File: config.mk
export PLATFORM = sky130hd
export DESIGN_NAME = morse_tx_ctrl
export DESIGN_NICKNAME = d
export VERILOG_FILES = /design/src/rtl/morse_pkg.sv /design/src/rtl/morse_rom.sv /design/src/rtl/morse_tx_ctrl.sv
export SDC_FILE = /design/constraint.sdc
export NUM_CORES = 1
export LEC_CHECK = 0
export CELL_PAD_IN_SITES_DETAIL_PLACEMENT = 1
export CELL_PAD_IN_SITES_GLOBAL_PLACEMENT = 1
export CORE_MARGIN = 5
export CORE_UTILIZATION = 43
export DETAILED_ROUTE_END_ITERATION = 7
export HOLD_SLACK_MARGIN = 0.1
export PLACE_DENSITY_LB_ADDON = 0.1
export SLEW_MARGIN = 10
export SYNTH_ARGS = -nofsm -noshare
export SYNTH_HDL_FRONTEND = slang
export SYNTH_SLANG_ARGS = --single-unit
export TNS_END_PERCENT = 10
File: constraint.sdc
create_clock -name clk -period 2.7 [get_ports clk]
set_input_delay 0.54 -clock clk [delete_from_list [all_inputs] [get_ports clk]]
set_output_delay 0.54 -clock clk [all_outputs]
set_load 0.02 [all_outputs]
File: src/rtl/morse_pkg.sv
// -----------------------------------------------------------------------------
// morse_pkg
//   Shared definitions for the Morse letter transmitter and receiver:
//     - one-hot controller state encoding (IDLE, MARK, SPACE, GAP, DONE)
//     - letter ROM contents for A..H (MSB-first pattern, 1 = dash) and lengths
//     - default timing parameters, in Morse time units
//     - a small constant helper used to size the duration counter
// -----------------------------------------------------------------------------
package morse_pkg;

  // One-hot states; outputs decode directly from single state bits.
  typedef enum logic [4:0] {
    IDLE  = 5'b00001,
    MARK  = 5'b00010,
    SPACE = 5'b00100,
    GAP   = 5'b01000,
    DONE  = 5'b10000
  } state_t;

  // Default timing, in Morse units (TICK_DIV is clocks per unit).
  localparam int DEF_TICK_DIV         = 2;
  localparam int DEF_DOT_UNITS        = 1;
  localparam int DEF_DASH_UNITS       = 3;
  localparam int DEF_SYM_GAP_UNITS    = 1;
  localparam int DEF_LETTER_GAP_UNITS = 3;

  // Letter ROM. Patterns are read MSB-first; bits below the length are unused.
  localparam logic [3:0] PAT_A = 4'b0100;
  localparam logic [3:0] PAT_B = 4'b1000;
  localparam logic [3:0] PAT_C = 4'b1010;
  localparam logic [3:0] PAT_D = 4'b1000;
  localparam logic [3:0] PAT_E = 4'b0000;
  localparam logic [3:0] PAT_F = 4'b0010;
  localparam logic [3:0] PAT_G = 4'b1100;
  localparam logic [3:0] PAT_H = 4'b0000;

  localparam logic [2:0] LEN_A = 3'd2;
  localparam logic [2:0] LEN_B = 3'd4;
  localparam logic [2:0] LEN_C = 3'd4;
  localparam logic [2:0] LEN_D = 3'd3;
  localparam logic [2:0] LEN_E = 3'd1;
  localparam logic [2:0] LEN_F = 3'd4;
  localparam logic [2:0] LEN_G = 3'd3;
  localparam logic [2:0] LEN_H = 3'd4;

  function automatic int max_int(input int a, input int b);
    return (a > b) ? a : b;
  endfunction

endpackage

File: src/rtl/morse_rom.sv
// -----------------------------------------------------------------------------
// morse_rom
//   Combinational letter lookup, shared with the receiver side.
//   Ports:
//     letter  [2:0] in   letter code, 0 = A ... 7 = H
//     pattern [3:0] out  dot/dash pattern, MSB first, 1 = dash
//     length  [2:0] out  number of symbols in the letter (1..4)
// -----------------------------------------------------------------------------
module morse_rom
  import morse_pkg::*;
(
  input  logic [2:0] letter,
  output logic [3:0] pattern,
  output logic [2:0] length
);

  always_comb begin
    pattern = '0;
    length  = '0;
    case (letter)
      3'd0: begin pattern = PAT_A; length = LEN_A; end
      3'd1: begin pattern = PAT_B; length = LEN_B; end
      3'd2: begin pattern = PAT_C; length = LEN_C; end
      3'd3: begin pattern = PAT_D; length = LEN_D; end
      3'd4: begin pattern = PAT_E; length = LEN_E; end
      3'd5: begin pattern = PAT_F; length = LEN_F; end
      3'd6: begin pattern = PAT_G; length = LEN_G; end
      3'd7: begin pattern = PAT_H; length = LEN_H; end
      default: begin pattern = '0; length = '0; end
    endcase
  end

endmodule

File: src/rtl/morse_tx_ctrl.sv
// -----------------------------------------------------------------------------
// morse_tx_ctrl
//   Morse letter transmit sequencer. Accepts a letter code through a
//   start/ready handshake, looks up its pattern, then times each mark, the
//   intra-letter spaces and the closing letter gap, and pulses done.
//
//   Handshake: a letter is accepted on any rising clk edge where ready=1,
//   start=1 and abort=0; letter is captured on that same edge. start at any
//   other time is ignored and never queued.
//
//   Ports:
//     clk         in   system clock, rising edge
//     resetn      in   asynchronous active-low reset
//     start       in   send request, sampled only while ready=1
//     letter[2:0] in   letter code 0=A..7=H, captured on acceptance
//     abort       in   synchronous cancel, returns to IDLE from any state
//     ready       out  high in IDLE only
//     busy        out  high in every state except IDLE
//     mark_out    out  lamp drive, high during MARK
//     sym_strobe  out  one-cycle pulse on the last clock of each MARK
//     done        out  one-cycle pulse in DONE
//     bits_left   out  symbols not yet started (current one counts in MARK)
//     state_dbg   out  one-hot controller state, for observation
// -----------------------------------------------------------------------------
module morse_tx_ctrl
  import morse_pkg::*;
#(
  parameter int TICK_DIV         = DEF_TICK_DIV,
  parameter int DOT_UNITS        = DEF_DOT_UNITS,
  parameter int DASH_UNITS       = DEF_DASH_UNITS,
  parameter int SYM_GAP_UNITS    = DEF_SYM_GAP_UNITS,
  parameter int LETTER_GAP_UNITS = DEF_LETTER_GAP_UNITS
) (
  input  logic       clk,
  input  logic       resetn,
  input  logic       start,
  input  logic [2:0] letter,
  input  logic       abort,
  output logic       ready,
  output logic       busy,
  output logic       mark_out,
  output logic       sym_strobe,
  output logic       done,
  output logic [2:0] bits_left,
  output logic [4:0] state_dbg
);

  // Longest interval in clocks; the counter holds (interval - 1).
  localparam int MAX_CLKS = max_int(max_int(DASH_UNITS, LETTER_GAP_UNITS),
                                    max_int(DOT_UNITS, SYM_GAP_UNITS)) * TICK_DIV;
  localparam int CW = $clog2(MAX_CLKS + 1);

  localparam logic [CW-1:0] DOT_LOAD   = CW'(DOT_UNITS * TICK_DIV - 1);
  localparam logic [CW-1:0] DASH_LOAD  = CW'(DASH_UNITS * TICK_DIV - 1);
  localparam logic [CW-1:0] SPACE_LOAD = CW'(SYM_GAP_UNITS * TICK_DIV - 1);
  localparam logic [CW-1:0] GAP_LOAD   = CW'(LETTER_GAP_UNITS * TICK_DIV - 1);

  state_t        state;
  logic [CW-1:0] cnt;        // clocks remaining in the current state, minus one
  logic [3:0]    shift_reg;  // MSB is the symbol about to be (or being) sent

  logic [3:0]    rom_pattern;
  logic [2:0]    rom_length;

  morse_rom u_rom (
    .letter  (letter),
    .pattern (rom_pattern),
    .length  (rom_length)
  );

  function automatic logic [CW-1:0] mark_load(input logic is_dash);
    return is_dash ? DASH_LOAD : DOT_LOAD;
  endfunction

  // Controller. sym_strobe is registered: it is set on the edge that enters
  // the final MARK clock (either on MARK entry for a 1-clock mark, or when the
  // counter steps from 1 to 0).
  always_ff @(posedge clk or negedge resetn) begin
    if (!resetn) begin
      state      <= IDLE;
      cnt        <= '0;
      shift_reg  <= '0;
      bits_left  <= '0;
      sym_strobe <= 1'b0;
    end else begin
      sym_strobe <= 1'b0;
      if (abort) begin
        // Cancel wins over everything; in IDLE it simply blocks acceptance.
        state     <= IDLE;
        cnt       <= '0;
        shift_reg <= '0;
        bits_left <= '0;
      end else begin
        case (state)
          IDLE: begin
            if (start) begin
              state      <= MARK;
              shift_reg  <= rom_pattern;
              bits_left  <= rom_length;
              cnt        <= mark_load(rom_pattern[3]);
              sym_strobe <= (mark_load(rom_pattern[3]) == '0);
            end
          end

          MARK: begin
            if (cnt == '0) begin
              shift_reg <= {shift_reg[2:0], 1'b0};
              bits_left <= bits_left - 3'd1;
              if (bits_left > 3'd1) begin
                state <= SPACE;
                cnt   <= SPACE_LOAD;
              end else begin
                state <= GAP;
                cnt   <= GAP_LOAD;
              end
            end else begin
              cnt <= cnt - 1'b1;
              if (cnt == CW'(1)) sym_strobe <= 1'b1;
            end
          end

          SPACE: begin
            if (cnt == '0) begin
              // Register was already shifted on MARK exit.
              state      <= MARK;
              cnt        <= mark_load(shift_reg[3]);
              sym_strobe <= (mark_load(shift_reg[3]) == '0);
            end else begin
              cnt <= cnt - 1'b1;
            end
          end

          GAP: begin
            if (cnt == '0) begin
              state <= DONE;
              cnt   <= '0;
            end else begin
              cnt <= cnt - 1'b1;
            end
          end

          DONE: begin
            // Single cycle; a start pending here waits for IDLE.
            state <= IDLE;
            cnt   <= '0;
          end

          default: begin
            state     <= IDLE;
            cnt       <= '0;
            shift_reg <= '0;
            bits_left <= '0;
          end
        endcase
      end
    end
  end

  // Decoded straight from the one-hot state register.
  assign ready     = (state == IDLE);
  assign busy      = (state != IDLE);
  assign mark_out  = (state == MARK);
  assign done      = (state == DONE);
  assign state_dbg = state;

endmodule

==> impl_results.md <==
* Outcome: complete, no violations
* Total track usage at 17.6%
* Synth cell types at 42
* Row Count at 19
* Slowest stage delay, CP at 630 ps
* Final setup fails at 0
* Lkg Pwr at 0.632 nW
* FMAX at 386 MHz
* Grt ovf at 0
* Share of synthesized registers carrying an async set or reset at 100%
* Hold Violations, Final at 0
* Post-DRT Antenna Nets at 0
* Via count at 1,104
* Syn_area_per_cell at 9.38 µm²
* Number of global-route vias before repair at 1,138
* CTS buffer count at 3
* Multi-input gate area at 718 µm²
* Worst Max-Slew Pin Slew at 757 ps
* Drc violations at 0
* RSZ-0062 raised after global routing: true
* CTS H-tree lvls at 1
* Layout cell share with drive strength beyond 1 at 17.1%
* Max Cap Violations at 0
* DR iter-0 viols at 42
* Min Hold Slack at 484 ps
* Post-DR wirelength/cell at 19.0 µm
* Largest net degree at the start of global routing at 17
* Number of synthesized flops with an enable pin at 0
* Setup TNS Final at 0 ps
* Clk Latency, worst-skew pair at 290 ps
* Syn nets at 142
* Root buffer cell: clkbuf_4
* Buffers on Ports at 19
* Reg2reg setup slack at 720 ps
* Worst Path Arrival at 2050 ps
* Synthesized cell area at 0.00119 mm²
* Post-Syn Instances at 127
* CP Capture Type: output pin
* Total Power at 0.694 mW
* Crit path max fanout at 10
* Hold-fix buffer count after cts at 0
* Commonest non-fill, non-tap cell in the layout: clkdlybuf4s50_1
* Slew headroom at 49.4%
* CTS max path bufs at 2
* Boundary Pins at 20
* Fill count at 322
* Design Area, Final at 0.00143 mm²
* Sequential share of the synthesized area at 31.6%
* Number of synthesis warnings at 0
* Initial cell density of the core at 44.0%
* Yosys reg bits at 15
* Hpwl dp at 2.62 mm
* CTS tree: yes
* CP cell instances: nor2_4, nand3_2, inv_1, clkdlybuf4s50_1
* Seq. cell area at 377 µm²
* Fin nets at 162
* Die Height at 62.6 µm
* Pre-antenna DRT Iters at 4
* Max reg flops at 5
* Critical path startpoint category: flip-flop
* Die W at 62.6 µm
* CTS sink count at 15
* Dpl ws at 251 ps
* Synth area leader: dfrtp_1
* Core area at 0.00271 mm²
* Vias per inst at 6.24
* First-pass GRT wire length at 5.70 mm
* CP max-delay cell: clkdlybuf4s50_1
* PD cells at 487 mW/mm²
* Worst vdd ir at 284 µV
* Area after DPL at 0.00139 mm²
* Hold crit path type: reg2reg
* Synth top area cells: dfrtp_1 (29%), ha_1 (8.4%), mux2_2 (5.7%)
* Die area at 0.00392 mm²
* Area Overhead vs Synth at 19.6%
* Crit Path Class: reg2out
* Commonest non-fill, non-tap cells in the layout: clkdlybuf4s50_1 (18), dfrtp_1 (14), inv_1 (11)
* Final worst slack at 107 ps
* Critical Path RT at 2160 ps
* Total length of routed wires at 3.37 mm
* Clock-pin slew on the worst setup and hold paths at 100 ps
* Antenna violations before repair at 0
* Final Max Tran Viols at 0
* GP Congestion at 0.883
* Ant diodes at 0
* Clock skew at 2.93 ps
* Yosys top cell area share at 29.4%
* Period utilisation layout at 96.0%
* Clock period minus worst slack at 2590 ps
* Ys flop type: dfrtp_1
==> cell families (layout without fill, tap and decap cells) <==
family / after synthesis / in the layout / synth area share (%)
xor gates and xnor gates: 2 / 2 / 1.47
adders and majority gates: 8 / 8 / 8.40
muxes: 8 / 8 / 7.35
AOI/OAI and AO/OA: 27 / 27 / 17.3
DFF: 15 / 15 / 31.6
buffers and inverters: 19 / 38 / 8.72
and+or+nand+nor: 48 / 48 / 25.1
==> layout make-up <==
class,instances,area share [%]
sequential,15,26.4
tap,31,2.72
multi-input combinational,93,50.4
clock buffer,3,1.58
clock inverter,1,0.351
timing repair buffer,23,15.6
inverter,11,2.90
==> cell usage after synthesis, types with 3 or more instances <==
cell       number
mux2_2          6
nor3_1          6
dfrtp_1        14
nor2b_1         3
nor2_1          8
o2bb2ai_1       4
o21ai_0         6
and3_1          3
nand3_1         6
o22ai_1         4
a32oi_1         3
buf_6           3
nor4_1          4
inv_1          11
ha_1            8
==> timing repair <==
action / CTS / global route
buffers inserted: 0 / 0
endpoints found under the setup margin: 0 / 2
gates resized for setup: 0 / 3
==> report_power, final <==
part	switching [mW]	internal (mW)
logic	0.153	0.121
registers	0.0396	0.248
clock network	0.0768	0.0550
total	0.269	0.425
==> worst max-delay path: cells and delay by family (launching register included) <==
family / cells / cell delay, ps
buf+inv: 2 / 810
flops: 1 / 540
simple gates: 2 / 420
==> metrics by stage <==
step	instances	utilization, %
after floorplan	127	-
after global placement	173	51.2
after detailed placement	173	51.2
after CTS	177	52.2
after global routing	177	52.6
final	177	52.6
==> per-layer routing <==
metal / global-route usage, % / wire length [µm] / vias to the layer above
met5: 0 / 0 / -
met2: 26.7 / 1630 / 21
met1: 25.4 / 1620 / 569
met4: 4.51 / 12 / 0
li1: - / - / 512
met3: 3.24 / 106 / 2
==> worst paths after layout <==
| check | start | depth (start not counted) | end |
|---|---|---|---|
| worst min-delay path | cnt[1] | 1 | sym_strobe |
| worst max register to register | cnt[0] | 6 | bits_left[1] |
| min in group asynchronous | resetn | 1 | cnt[2] |
| max in group asynchronous | resetn | 1 | state_dbg[2] |
| worst min register to register | cnt[1] | 1 | sym_strobe |
| worst max-delay path | state_dbg[1] | 4 | ready |
(Power assumes the default switching activity.)
